<file path="src/rtl/mem_port_arbiter_if.sv">
// Bus bundle between the fetch/load-store requesters, the arbiter and the
// single-port memory.
interface mem_port_arbiter_if #(
  parameter int ADDR_W = 32,
  parameter int DATA_W = 32
);
  logic                  IF_REQ;
  logic [ADDR_W-1:0]     IF_ADDR;
  logic                  IF_GNT;
  logic                  IF_RVALID;
  logic [DATA_W-1:0]     IF_RDATA;
  logic                  LS_REQ;
  logic                  LS_WE;
  logic [DATA_W/8-1:0]   LS_BE;
  logic [ADDR_W-1:0]     LS_ADDR;
  logic [DATA_W-1:0]     LS_WDATA;
  logic                  LS_GNT;
  logic                  LS_RVALID;
  logic [DATA_W-1:0]     LS_RDATA;
  logic                  FLUSH;
  logic                  MEM_EN;
  logic                  MEM_WE;
  logic [DATA_W/8-1:0]   MEM_BE;
  logic [ADDR_W-1:0]     MEM_ADDR;
  logic [DATA_W-1:0]     MEM_WDATA;
  logic [DATA_W-1:0]     MEM_RDATA;

  modport slave (
    input  IF_REQ, IF_ADDR, LS_REQ, LS_WE, LS_BE, LS_ADDR, LS_WDATA, FLUSH, MEM_RDATA,
    output IF_GNT, IF_RVALID, IF_RDATA, LS_GNT, LS_RVALID, LS_RDATA,
           MEM_EN, MEM_WE, MEM_BE, MEM_ADDR, MEM_WDATA
  );

  modport master (
    output IF_REQ, IF_ADDR, LS_REQ, LS_WE, LS_BE, LS_ADDR, LS_WDATA, FLUSH, MEM_RDATA,
    input  IF_GNT, IF_RVALID, IF_RDATA, LS_GNT, LS_RVALID, LS_RDATA,
           MEM_EN, MEM_WE, MEM_BE, MEM_ADDR, MEM_WDATA
  );
endinterface

</file>
<file path="src/rtl/mem_port_arbiter.sv">
// Single-port memory arbiter: load/store priority with a fetch starvation
// guard, fixed-latency read tag pipeline and fetch flush.
module mem_port_arbiter #(
  parameter int ADDR_W     = 32,
  parameter int DATA_W     = 32,
  parameter int MEM_LAT    = 1,
  parameter int STARVE_MAX = 4
) (
  input logic                CLK,
  input logic                RESET_N,
  mem_port_arbiter_if.slave  bus
);

  logic [3:0]         starve_cnt;
  logic               if_elig;
  logic               force_if;
  logic               if_gnt;
  logic               ls_gnt;
  logic               mem_en;
  logic               mem_we;
  logic [MEM_LAT-1:0] vld_p;
  logic [MEM_LAT-1:0] src_p;
  logic               rsp_if;
  logic               rsp_ls;

  always_comb begin
    if_elig  = bus.IF_REQ & ~bus.FLUSH;
    force_if = if_elig & (starve_cnt == 4'(STARVE_MAX));
    ls_gnt   = bus.LS_REQ & ~force_if;
    if_gnt   = if_elig & ~ls_gnt;
    mem_en   = if_gnt | ls_gnt;
    mem_we   = ls_gnt & bus.LS_WE;
  end

  // Every output is held at zero while reset is asserted, independent of state.
  always_comb begin
    bus.IF_GNT    = RESET_N & if_gnt;
    bus.LS_GNT    = RESET_N & ls_gnt;
    bus.MEM_EN    = RESET_N & mem_en;
    bus.MEM_WE    = 1'b0;
    bus.MEM_BE    = '0;
    bus.MEM_ADDR  = '0;
    bus.MEM_WDATA = '0;
    if (RESET_N && ls_gnt) begin
      bus.MEM_WE    = bus.LS_WE;
      bus.MEM_BE    = bus.LS_BE;
      bus.MEM_ADDR  = bus.LS_ADDR;
      bus.MEM_WDATA = bus.LS_WDATA;
    end else if (RESET_N && if_gnt) begin
      bus.MEM_BE    = '1;
      bus.MEM_ADDR  = bus.IF_ADDR;
    end
  end

  always_ff @(posedge CLK or negedge RESET_N) begin
    if (!RESET_N)
      starve_cnt <= '0;
    else if (if_gnt || !bus.IF_REQ || bus.FLUSH)
      starve_cnt <= '0;
    else if (starve_cnt != 4'hF)
      starve_cnt <= starve_cnt + 4'd1;
  end

  // Stage boundary: tag stage 0 captures the grant, later stages shift toward the
  // response port; a flush drops fetch tags still travelling through the pipe.
  always_ff @(posedge CLK or negedge RESET_N) begin
    if (!RESET_N) begin
      vld_p <= '0;
      src_p <= '0;
    end else begin
      vld_p[0] <= mem_en & ~mem_we & ~(bus.FLUSH & if_gnt);
      src_p[0] <= if_gnt;
      for (int i = 1; i < MEM_LAT; i++) begin
        vld_p[i] <= vld_p[i-1] & ~(bus.FLUSH & src_p[i-1]);
        src_p[i] <= src_p[i-1];
      end
    end
  end

  // Stage boundary: the last tag stage lines up with MEM_RDATA.
  always_comb begin
    rsp_if         = RESET_N & vld_p[MEM_LAT-1] & src_p[MEM_LAT-1];
    rsp_ls         = RESET_N & vld_p[MEM_LAT-1] & ~src_p[MEM_LAT-1];
    bus.IF_RVALID  = rsp_if;
    bus.LS_RVALID  = rsp_ls;
    bus.IF_RDATA   = rsp_if ? bus.MEM_RDATA : '0;
    bus.LS_RDATA   = rsp_ls ? bus.MEM_RDATA : '0;
  end

endmodule

</file>
<file path="src/flat_wrapper.sv">
// flat-port wrapper written by rule: the top's interface ports become plain ports
module mem_port_arbiter_flat 
#(
  parameter int ADDR_W     = 32,
  parameter int DATA_W     = 32,
  parameter int MEM_LAT    = 1,
  parameter int STARVE_MAX = 4
)
  (CLK, RESET_N, bus_IF_REQ, bus_IF_ADDR, bus_LS_REQ, bus_LS_WE, bus_LS_BE, bus_LS_ADDR, bus_LS_WDATA, bus_FLUSH, bus_MEM_RDATA, bus_IF_GNT, bus_IF_RVALID, bus_IF_RDATA, bus_LS_GNT, bus_LS_RVALID, bus_LS_RDATA, bus_MEM_EN, bus_MEM_WE, bus_MEM_BE, bus_MEM_ADDR, bus_MEM_WDATA);
  mem_port_arbiter_if #(.ADDR_W(ADDR_W), .DATA_W(DATA_W)) bus_i ();
  input logic CLK;
  input logic RESET_N;
  input wire logic [$bits(bus_i.IF_REQ)-1:0] bus_IF_REQ;
  input wire logic [$bits(bus_i.IF_ADDR)-1:0] bus_IF_ADDR;
  input wire logic [$bits(bus_i.LS_REQ)-1:0] bus_LS_REQ;
  input wire logic [$bits(bus_i.LS_WE)-1:0] bus_LS_WE;
  input wire logic [$bits(bus_i.LS_BE)-1:0] bus_LS_BE;
  input wire logic [$bits(bus_i.LS_ADDR)-1:0] bus_LS_ADDR;
  input wire logic [$bits(bus_i.LS_WDATA)-1:0] bus_LS_WDATA;
  input wire logic [$bits(bus_i.FLUSH)-1:0] bus_FLUSH;
  input wire logic [$bits(bus_i.MEM_RDATA)-1:0] bus_MEM_RDATA;
  output wire logic [$bits(bus_i.IF_GNT)-1:0] bus_IF_GNT;
  output wire logic [$bits(bus_i.IF_RVALID)-1:0] bus_IF_RVALID;
  output wire logic [$bits(bus_i.IF_RDATA)-1:0] bus_IF_RDATA;
  output wire logic [$bits(bus_i.LS_GNT)-1:0] bus_LS_GNT;
  output wire logic [$bits(bus_i.LS_RVALID)-1:0] bus_LS_RVALID;
  output wire logic [$bits(bus_i.LS_RDATA)-1:0] bus_LS_RDATA;
  output wire logic [$bits(bus_i.MEM_EN)-1:0] bus_MEM_EN;
  output wire logic [$bits(bus_i.MEM_WE)-1:0] bus_MEM_WE;
  output wire logic [$bits(bus_i.MEM_BE)-1:0] bus_MEM_BE;
  output wire logic [$bits(bus_i.MEM_ADDR)-1:0] bus_MEM_ADDR;
  output wire logic [$bits(bus_i.MEM_WDATA)-1:0] bus_MEM_WDATA;
  assign bus_i.IF_REQ = bus_IF_REQ;
  assign bus_i.IF_ADDR = bus_IF_ADDR;
  assign bus_i.LS_REQ = bus_LS_REQ;
  assign bus_i.LS_WE = bus_LS_WE;
  assign bus_i.LS_BE = bus_LS_BE;
  assign bus_i.LS_ADDR = bus_LS_ADDR;
  assign bus_i.LS_WDATA = bus_LS_WDATA;
  assign bus_i.FLUSH = bus_FLUSH;
  assign bus_i.MEM_RDATA = bus_MEM_RDATA;
  assign bus_IF_GNT = bus_i.IF_GNT;
  assign bus_IF_RVALID = bus_i.IF_RVALID;
  assign bus_IF_RDATA = bus_i.IF_RDATA;
  assign bus_LS_GNT = bus_i.LS_GNT;
  assign bus_LS_RVALID = bus_i.LS_RVALID;
  assign bus_LS_RDATA = bus_i.LS_RDATA;
  assign bus_MEM_EN = bus_i.MEM_EN;
  assign bus_MEM_WE = bus_i.MEM_WE;
  assign bus_MEM_BE = bus_i.MEM_BE;
  assign bus_MEM_ADDR = bus_i.MEM_ADDR;
  assign bus_MEM_WDATA = bus_i.MEM_WDATA;
  mem_port_arbiter #(.ADDR_W(ADDR_W), .DATA_W(DATA_W), .MEM_LAT(MEM_LAT), .STARVE_MAX(STARVE_MAX)) u_core (.CLK(CLK), .RESET_N(RESET_N), .bus(bus_i));
endmodule
</file>
<file path="config.mk">
export PLATFORM = sky130hd
export DESIGN_NAME = mem_port_arbiter_flat
export DESIGN_NICKNAME = d
export VERILOG_FILES = /design/src/rtl/mem_port_arbiter_if.sv /design/src/rtl/mem_port_arbiter.sv /design/src/flat_wrapper.sv
export SDC_FILE = /design/constraint.sdc
export NUM_CORES = 1
export LEC_CHECK = 0
export ABC_AREA = 1
export CELL_PAD_IN_SITES_DETAIL_PLACEMENT = 0
export CELL_PAD_IN_SITES_GLOBAL_PLACEMENT = 1
export CORE_UTILIZATION = 13
export CTS_CLUSTER_SIZE = 20
export DETAILED_ROUTE_END_ITERATION = 6
export PLACE_DENSITY_LB_ADDON = 0.1
export SLEW_MARGIN = 20
export SYNTH_ARGS = -nofsm -noshare
export SYNTH_HDL_FRONTEND = slang
export SYNTH_SLANG_ARGS = --single-unit
</file>
<file path="constraint.sdc">
create_clock -name CLK -period 3.1 [get_ports CLK]
set_clock_uncertainty 0.05 [all_clocks]
set_input_delay 0.62 -clock CLK [delete_from_list [all_inputs] [get_ports CLK]]
set_output_delay 0.62 -clock CLK [all_outputs]
set_load 0.03 [all_outputs]
</file>
==> results.ini <==
[outcome]
status=finished, final reports clean

[setup_path]
r2r-end=u_core.vld_p$_DFF_PN0_
ff2ff_setup_slack_ps=1540
critPathRequiredTime_ps=2430
startpoint_type=input port
reg2reg_depth=7
crit_buf_inv=5
path_delay_family=buffers and inverters
crit_start=bus_IF_REQ
cp_slowest_stage_delay_ps=450
cp_max_fo=12
cp.arrival_ps=2150
crit_slowest_cell=clkdlybuf4s50_1
crit_path_end=bus_MEM_BE[3]
crit_top_cell=inv_1
endpoint_kind=output port
cp.depth=9
worstSetupPathType=in2out
crit_chain=clkdlybuf4s50_1 > inv_1 > nor2_4 > nand3_2 > buf_4 > nand3b_1 > nand2_1 > inv_1 > buf_12
reg2reg_from=u_core.starve_cnt[0]$_DFFE_PN0P_

[place]
hpwl_um=7970
portBuffers=275
dp_slack_ps=246
postPlaceCellArea_um2=4330
gp_congestion=0.722

[cells_and_area]
fin_util=0.333
synthToLayoutAreaGrowth_pct=150
nets=745
fin_area_um2=4410
nFillCells=1496
drive_gt1_frac=0.244
n_antenna_cell=0

[yosys]
yosysUniqueCellTypes=21
synthMuxAreaShare=0
synth_area_leaders=nor2_1, inv_1, nand4_1
synth_top_cell_area_share=0.219
synth-main-ff-cell=dfrtp_1
synth_seq_area_share=0.0852
yosysMostFrequentCell=nor2_1
async_flop_share=1.00
synth.cell_area_um2=1760
postSynthCellCount=347
synth-compound-area-share=0.0185
yosys_warnings=0
synth_top_family_by_area=simple AND/OR/NAND/NOR gates
synth_edf_count=0
synth_xor_area_frac=0.00994
synth-seq-cells=6
synthSimpleGateAreaFrac=0.574
postSynthAreaPerCell_um2=5.08
synth_adder_area_share=0.0142
synth_top_area_cell=nor2_1
synth.top_cells.by_count=nor2_1, inv_1, nand2_1, nand3_1, nand4_1
syn_nets=487

[route]
drtAntennaViolNets=0
first_pass_iters=4
vias_per_cell=3.90
drtIter0Drc=93
post-route-drc-count=0
wl_per_cell_um=12.5
vias=3035
drt_wl_total_um=9710

[timing]
worst_slack_ps=283
post-route-period-util=0.909
slew_headroom=0.499
final-max-slew-violation-count=0
tightest_slew_ps=751
fmax_mhz=355
rsz0062_at_grt=false
hold_viol=0
fin_crit_ps=2820
tns_ps=0
setup_viol=0

[pwr]
combPwrFrac=0.663
pwr-share-clk=0.240
p_int_uw=526
p_leak_nw=2.40
p_switching_uw=327
ir_drop_v=0.000184
power_frac_seq=0.097
power.share.switching=0.383
p_per_area_nw_per_um2=193

[clocking]
cts_sinks=6
cts_buffer_depth=2
clock_latency_ps=220
htree_levels=1
postCtsSetupRepairBufs=0
cts_tree=yes
path_clk_slew_ps=30
cts-resized-gates=0
numCtsBuffers=3
cts_hold_buf=0
cts-root-buf=clkbuf_16

[die]
fp.coreArea_um2=13200
dieHeight_um=118
fp-row-count=42
dieArea_um2=14000
start_util=0.133
die_width_um=118
pin_count=276

[min_path]
hp-class=in2async

[global_routing]
antenna_found_initial=0
grtUsageTotal=0.131
overflow=0
grt_pass1_wl_um=14800
grt_pass1_vias=2889
grt_max_degree=75

[run]
cap_violations=0

worst min-delay path by stage:
stage | to
final | u_core.src_p$_DFF_PN0_
after floorplan | u_core.src_p$_DFF_PN0_
after CTS | u_core.src_p$_DFF_PN0_
after global routing | u_core.vld_p$_DFF_PN0_
after global placement | u_core.starve_cnt[1]$_DFFE_PN0P_
after detailed placement | u_core.starve_cnt[1]$_DFFE_PN0P_
cell type report:
| class | count | area [um^2] | area share |
|---|---|---|---|
| sequential | 6 | 150 | 0.0341 |
| clock buffer | 3 | 75.1 | 0.0170 |
| timing repair buffer | 283 | 2580 | 0.585 |
| multi-input combinational | 231 | 1090 | 0.246 |
| tap | 176 | 220 | 0.0499 |
| inverter | 80 | 300 | 0.0681 |
cells in the final DEF (no fill, tap or decap), types with 3 or more instances in the layout:
cell	n
buf_4	128
nand3_2	3
nand4_1	34
nand2_1	41
clkbuf_16	3
dfrtp_1	6
nor2_1	103
nand3_1	36
nand3b_1	4
clkdlybuf4s50_1	147
buf_12	7
inv_1	78
through the flow:
stage / total power, mW / instances / hold WS (ps)
floorplan: 0.345 / 347 / 274
CTS: 0.863 / 779 / 526
global route: 0.905 / 779 / 566
global placement: 0.654 / 776 / 546
detailed placement: 0.653 / 776 / 554
finish: 0.852 / 779 / 515
metal layers:
layer | global-route usage | wire length, um
met4 | 0.0174 | 82
met5 | 0 | 0
met1 | 0.139 | 3710
met3 | 0.0319 | 830
met2 | 0.262 | 5090
state kept, by name, indices dropped and copies added, names as in the netlist:
name and cells:
u_core.starve_cnt 4, u_core.src_p 1, u_core.vld_p 1
power groups by stage:
stage	clock, mW	combinational [mW]	sequential, mW
after floorplan	0	0.262	0.0831
after global placement	0	0.571	0.0835
after detailed placement	0	0.570	0.0835
after CTS	0.209	0.572	0.0826
after global routing	0.217	0.606	0.0828
final	0.204	0.565	0.0826
logic make-up (layout without fill, tap and decap cells):
logic type,Yosys count,in the layout
compound gates,4,4
xor+xnor,2,2
fa+ha+maj,2,2
buf+inv,110,366
flops,6,6
simple gates,223,223
(Power assumes the default switching activity.)
